<file path="src/rtl/cpu_pkg.sv">
`default_nettype none
// ============================================================================
//  Module   : cpu_pkg
//  Purpose  : Shared CPU definitions: default bus widths, register-file
//             arbiter state encoding and requester index constants.
//  Revision : 1.0 - initial release
// ============================================================================
package cpu_pkg;

    localparam int CPU_DATA_W = 8;
    localparam int CPU_ADDR_W = 8;

    // Register-file arbiter ownership states
    typedef enum logic [1:0] {
        ARB_IDLE = 2'd0,
        ARB_OWN0 = 2'd1,
        ARB_OWN1 = 2'd2
    } arb_state_e;

    // Requester slot indices on the packed request buses
    localparam int REQ_CU  = 0;
    localparam int REQ_DBG = 1;

endpackage : cpu_pkg
`default_nettype wire

</file>
<file path="src/rtl/arb_hold_counter.sv">
`default_nettype none
// ============================================================================
//  Module   : arb_hold_counter
//  Purpose  : Saturating access counter for the arbiter's grant-hold limit.
//             Clear has priority over increment; at_limit_o flags that the
//             count has reached MAX_HOLD-1.
//  Revision : 1.0 - initial release
// ============================================================================
module arb_hold_counter #(
    parameter int MAX_HOLD = 4
) (
    input  logic clk,
    input  logic rst,
    input  logic clear_i,
    input  logic inc_i,
    output logic at_limit_o
);

    localparam int                 CNT_W = (MAX_HOLD > 1) ? $clog2(MAX_HOLD) : 1;
    localparam logic [CNT_W-1:0]   LIMIT = CNT_W'(MAX_HOLD - 1);

    logic [CNT_W-1:0] count_q;

    // Count accesses, clearing on ownership change and saturating at LIMIT
    always_ff @(posedge clk or posedge rst) begin
        if (rst) begin
            count_q <= '0;
        end else if (clear_i) begin
            count_q <= '0;
        end else if (inc_i && (count_q != LIMIT)) begin
            count_q <= count_q + CNT_W'(1);
        end
    end

    assign at_limit_o = (count_q == LIMIT);

endmodule : arb_hold_counter
`default_nettype wire

</file>
<file path="src/rtl/reg_file_arbiter.sv">
`default_nettype none
// ============================================================================
//  Module   : reg_file_arbiter
//  Purpose  : Round-robin arbiter sharing the register-file port between the
//             ControlUnit (slot 0) and the debug/program loader (slot 1),
//             with a bounded grant-hold and read-data return routing.
//  Revision : 1.0 - initial release
// ============================================================================
module reg_file_arbiter
    import cpu_pkg::*;
#(
    parameter int DATA_W   = CPU_DATA_W,
    parameter int ADDR_W   = CPU_ADDR_W,
    parameter int MAX_HOLD = 4
) (
    input  logic                clk,
    input  logic                rst,
    input  logic [1:0]          req,
    input  logic [1:0]          we,
    input  logic [2*ADDR_W-1:0] adr1,
    input  logic [2*ADDR_W-1:0] adr2,
    input  logic [2*ADDR_W-1:0] adr3,
    input  logic [2*DATA_W-1:0] wdata,
    output logic [1:0]          gnt,
    output logic [1:0]          rvalid,
    output logic [DATA_W-1:0]   rdata1,
    output logic [DATA_W-1:0]   rdata2,
    output logic [ADDR_W-1:0]   ADR_1,
    output logic [ADDR_W-1:0]   ADR_2,
    output logic [ADDR_W-1:0]   ADR_3,
    output logic [DATA_W-1:0]   write_data,
    output logic                regWriteEnable,
    output logic                regReadEnable,
    input  logic [DATA_W-1:0]   rf_rdata1,
    input  logic [DATA_W-1:0]   rf_rdata2
);

    arb_state_e state_q;
    arb_state_e state_d;
    logic       last_owner_q;
    logic [1:0] gnt_q;
    logic [1:0] rvalid_q;

    logic              w_owner;      // 1 when slot 1 owns, 0 when slot 0 owns
    logic              w_own_any;
    logic              w_access;
    logic              w_other_req;
    logic              w_wr;
    logic              w_rd;
    logic              w_at_limit;
    logic              w_state_change;
    logic [ADDR_W-1:0] w_sel_adr1;
    logic [ADDR_W-1:0] w_sel_adr2;
    logic [ADDR_W-1:0] w_sel_adr3;
    logic [DATA_W-1:0] w_sel_wdata;

    assign w_owner     = (state_q == ARB_OWN1);
    assign w_own_any   = (state_q == ARB_OWN0) || (state_q == ARB_OWN1);
    assign w_access    = w_own_any && req[w_owner];
    assign w_other_req = req[~w_owner];
    assign w_wr        = w_access && we[w_owner];
    assign w_rd        = w_access && !we[w_owner];

    assign w_sel_adr1  = w_owner ? adr1[2*ADDR_W-1:ADDR_W]  : adr1[ADDR_W-1:0];
    assign w_sel_adr2  = w_owner ? adr2[2*ADDR_W-1:ADDR_W]  : adr2[ADDR_W-1:0];
    assign w_sel_adr3  = w_owner ? adr3[2*ADDR_W-1:ADDR_W]  : adr3[ADDR_W-1:0];
    assign w_sel_wdata = w_owner ? wdata[2*DATA_W-1:DATA_W] : wdata[DATA_W-1:0];

    // Register-file port is driven only during an actual access, else all zero
    assign regWriteEnable = w_wr;
    assign regReadEnable  = w_rd;
    assign ADR_1          = w_rd ? w_sel_adr1  : '0;
    assign ADR_2          = w_rd ? w_sel_adr2  : '0;
    assign ADR_3          = w_wr ? w_sel_adr3  : '0;
    assign write_data     = w_wr ? w_sel_wdata : '0;

    // Next ownership: round-robin on ties, hand over on drop or hold limit
    always_comb begin
        state_d = state_q;
        case (state_q)
            ARB_IDLE: begin
                if (req[REQ_CU] && req[REQ_DBG]) begin
                    state_d = last_owner_q ? ARB_OWN0 : ARB_OWN1;
                end else if (req[REQ_CU]) begin
                    state_d = ARB_OWN0;
                end else if (req[REQ_DBG]) begin
                    state_d = ARB_OWN1;
                end
            end
            ARB_OWN0: begin
                if (!req[REQ_CU]) begin
                    state_d = req[REQ_DBG] ? ARB_OWN1 : ARB_IDLE;
                end else if (req[REQ_DBG] && w_at_limit) begin
                    state_d = ARB_OWN1;
                end
            end
            ARB_OWN1: begin
                if (!req[REQ_DBG]) begin
                    state_d = req[REQ_CU] ? ARB_OWN0 : ARB_IDLE;
                end else if (req[REQ_CU] && w_at_limit) begin
                    state_d = ARB_OWN0;
                end
            end
            default: state_d = ARB_IDLE;
        endcase
    end

    assign w_state_change = (state_d != state_q);

    // Hold count only advances while the other side is actually waiting
    arb_hold_counter #(
        .MAX_HOLD (MAX_HOLD)
    ) u_hold_cnt (
        .clk        (clk),
        .rst        (rst),
        .clear_i    (w_state_change),
        .inc_i      (w_access && w_other_req),
        .at_limit_o (w_at_limit)
    );

    // Ownership state, round-robin history, grant and read-return registers
    always_ff @(posedge clk or posedge rst) begin
        if (rst) begin
            state_q      <= ARB_IDLE;
            last_owner_q <= 1'b1;
            gnt_q        <= 2'b00;
            rvalid_q     <= 2'b00;
        end else begin
            state_q  <= state_d;
            gnt_q    <= {state_d == ARB_OWN1, state_d == ARB_OWN0};
            rvalid_q <= {w_rd && w_owner, w_rd && !w_owner};
            if (w_state_change) begin
                if (state_d == ARB_OWN0) begin
                    last_owner_q <= 1'b0;
                end else if (state_d == ARB_OWN1) begin
                    last_owner_q <= 1'b1;
                end
            end
        end
    end

    assign gnt    = gnt_q;
    assign rvalid = rvalid_q;
    // The register file's read port is itself registered; gating it with the
    // registered valid keeps the data zero whenever no read is returning.
    assign rdata1 = (|rvalid_q) ? rf_rdata1 : '0;
    assign rdata2 = (|rvalid_q) ? rf_rdata2 : '0;

endmodule : reg_file_arbiter
`default_nettype wire

</file>
<file path="config.mk">
export PLATFORM = sky130hd
export DESIGN_NAME = reg_file_arbiter
export DESIGN_NICKNAME = d
export VERILOG_FILES = /design/src/rtl/cpu_pkg.sv /design/src/rtl/arb_hold_counter.sv /design/src/rtl/reg_file_arbiter.sv
export SDC_FILE = /design/constraint.sdc
export NUM_CORES = 1
export LEC_CHECK = 0
export ABC_AREA = 1
export BUFFER_PORTS_ARGS = -buffer_cell sky130_fd_sc_hd__buf_4
export CAP_MARGIN = 25
export CORE_ASPECT_RATIO = 1.25
export CORE_MARGIN = 2
export CORE_UTILIZATION = 36
export DETAILED_ROUTE_END_ITERATION = 7
export GPL_ROUTABILITY_DRIVEN = 0
export PLACE_DENSITY = 0.9
export SKIP_CTS_REPAIR_TIMING = 1
export SKIP_LAST_GASP = 1
export SYNTH_ARGS = -nofsm -noshare
export SYNTH_HDL_FRONTEND = slang
export SYNTH_SLANG_ARGS = --single-unit
</file>
<file path="constraint.sdc">
create_clock -name clk -period 4.8 [get_ports clk]
set_clock_uncertainty 0.15 [all_clocks]
set_input_delay 0.72 -clock clk [delete_from_list [all_inputs] [get_ports clk]]
set_output_delay 0.72 -clock clk [all_outputs]
set_load 0.1 [all_outputs]
</file>
==> flow_summary.yaml <==
power_and_ir_drop:
  p_leak_nw: 1.37
  switching_share_pct: 71.4
  clock_power_share_pct: 5.2
  internal-power_mw: 0.479
  power_density_nw_per_um2: 738
  vdd.ir_drop.worst_uv: 453
  seq_power_share_pct: 7.6
  p_switching_mw: 1.19
  power_frac_comb_pct: 87.2
placement:
  numPortBuffers: 139
  hpwl_mm: 3.91
cts:
  cts-root-buf: "clkbuf_8"
  cts.clk_slew.worst_paths_ps: 50
  max-clock-path-buffers: 2
  clk_latency_ps: 230
  cts.sinks: 9
  h-tree-depth: 1
  cts_tree: "built"
  cts_made_buffers: 3
yosys:
  yosys-top-cells-area: "dfrtp_1, nand2_1, a22o_1, inv_1, ha_1"
  netlist_area_um2: 1200
  synth_top_area_share_pct: 16.6
  syn_inst: 186
  yosysWarnings: 0
  syn_area_per_cell_um2: 6.48
  syn_nets: 279
  ys_seq_area_share_pct: 18.8
  synth.ff_latch_count: 9
  synth_largest_area_cell: "dfrtp_1"
  synth_cell_types: 26
routing:
  drt-total-wl_mm: 4.73
  drt_iter0_drc: 65
  firstDrtPassIters: 4
  drc: 0
  via_per_inst: 4.70
  wl_per_cell_um: 13.2
  vias: 1684
  ant_nets: 0
global_routing:
  grt_pass1_wl_mm: 6.99
  first_global_vias: 1501
  overflow: 0
  grt_max_degree: 23
  grtUsageTotal_pct: 22.7
  antenna_found_initial: 0
die:
  floorplan.initialDensity_pct: 37.7
  io_pins: 140
  die_x_um: 55.7
  rows: 23
  fp.dieArea_um2: 3830
  fp.dieH_um: 68.7
  core_area_um2: 3190
sta:
  rsz0062_at_grt: "false"
  worstMarginPinSlew_ps: 916
  setup_viol: 0
  slew_viol_final: 0
  relSlewSlack_pct: 38.7
  max_freq_mhz: 277
  tns_ps: 0
  fin_crit_sh_pct: 75.1
  hold_viol: 0
  finalCriticalPeriod_ps: 3610
flow_run:
  drv_cap: 0
setup_path:
  critPathLaunchType: "flop"
  cp.arrival_ps: 2740
  critPathMaxFanout: 22
  crit_required_ps: 3930
  path_class: "flop to primary output"
  critPathCaptureType: "primary output"
status:
  status: "finished clean"
layout:
  drive_gt1_share_pct: 51.7
  num-fill-cells: 262
  final_common_cell: "buf_4"
  utilization_pct: 71.0
  nets: 415
  area_delta_synth_final_pct: 88.2
  final_cell_mix: "buf_4, nand2_1, inv_1"
  antenna_cells: 0
worst_hold_path:
  hold_path.class: "primary input to async pin"
## layer usage
layer,GRT usage (%),vias to the layer above,part of all wire [%]
li1,-,862,-
met1,27.5,737,40
met2,42.0,75,51
met3,2.61,10,6.5
met4,7.93,0,2.4
met5,0,-,0
## layout make-up
class,instances,area [um2],share of cell area [%]
Clock buffer,4,45.0,1.99
Inverter,33,129,5.68
Multi-Input combinational cell,136,777,34.3
Sequential cell,9,226,9.99
Tap cell,37,46.3,2.04
Timing Repair Buffer,139,1040,46.0
## path summary, 6_finish.rpt
check	startpoint	end	slack, ps	depth (start not counted)
max	state_q[0]$_DFF_PP0_	ADR_2[3]	1190	8
min	rst	u_hold_cnt.count_q[1]$_DFFE_PP0P_	300	2
max reg2reg	state_q[0]$_DFF_PP0_	last_owner_q$_DFFE_PP1P_	2260	11
min reg2reg	last_owner_q$_DFFE_PP1P_	last_owner_q$_DFFE_PP1P_	320	2
max in group asynchronous	rst	last_owner_q$_DFFE_PP1P_	3910	2
min in group clk	last_owner_q$_DFFE_PP1P_	last_owner_q$_DFFE_PP1P_	320	2
## synthesized netlist by cell type
cell type / instances
inv_1: 27
buf_2: 1
dfstp_2: 1
nand3_2: 3
xor2_1: 1
o21ai_0: 1
o21ai_2: 1
nand2_4: 1
nor2_1: 21
buf_8: 1
ha_1: 7
inv_2: 4
nor3_1: 1
inv_4: 2
nor2_4: 1
a21oi_2: 3
nand3_1: 8
a22o_1: 16
a21oi_1: 15
nand2_1: 47
nand4_1: 2
a21oi_4: 1
dfrtp_1: 8
nand2_2: 7
clkbuf_1: 2
buf_6: 4
## through the flow
step | hold WS [ps] | power [mW] | setup slack (ps) | area (um2) | cells
floorplan | 292 | 1.32 | 1020 | 1200 | 186
global placement | 304 | 1.57 | 1560 | 2220 | 354
detailed placement | 310 | 1.58 | 1480 | 2220 | 354
CTS | 305 | 1.68 | 1230 | 2270 | 358
global route | 329 | 1.76 | 998 | 2270 | 358
finish | 297 | 1.67 | 1190 | 2270 | 358
## worst max-delay path: stages (launching register included)
cell and delay, ps:
dfrtp_1 430, inv_1 150, ha_1 590, inv_4 240, a21oi_4 250, nand2_2 80
inv_2 240, a22o_1 220, buf_4 290
## kinds of logic (layout without fill, tap and decap cells)
| group | after synthesis | after routing | share of synthesized area [%] |
|---|---|---|---|
| adder cells (fa/ha/maj) | 7 | 7 | 7.27 |
| AND/OR/NAND/NOR | 91 | 91 | 34.0 |
| XOR/XNOR | 1 | 1 | 0.727 |
| AO/OA/AOI/OAI | 37 | 37 | 22.5 |
| flip-flops | 9 | 9 | 18.8 |
| buffers and inverters | 41 | 176 | 16.7 |
## state kept, by name, indices dropped and copies added (netlist names)
name,flops
rvalid,2
u_hold_cnt.count_q,2
gnt,2
last_owner_q,1
state_q,2
## power by group through the flow
stage / sequential, mW / combinational (mW) / clock [mW]
6_report: 0.126 / 1.46 / 0.0876
5_1_grt: 0.129 / 1.53 / 0.0944
4_1_cts: 0.125 / 1.46 / 0.0899
3_5_place_dp: 0.126 / 1.46 / 0
3_3_place_gp: 0.125 / 1.44 / 0
2_1_floorplan: 0.191 / 1.13 / 0
No activity file was read; power rests on OpenSTA's default activity.
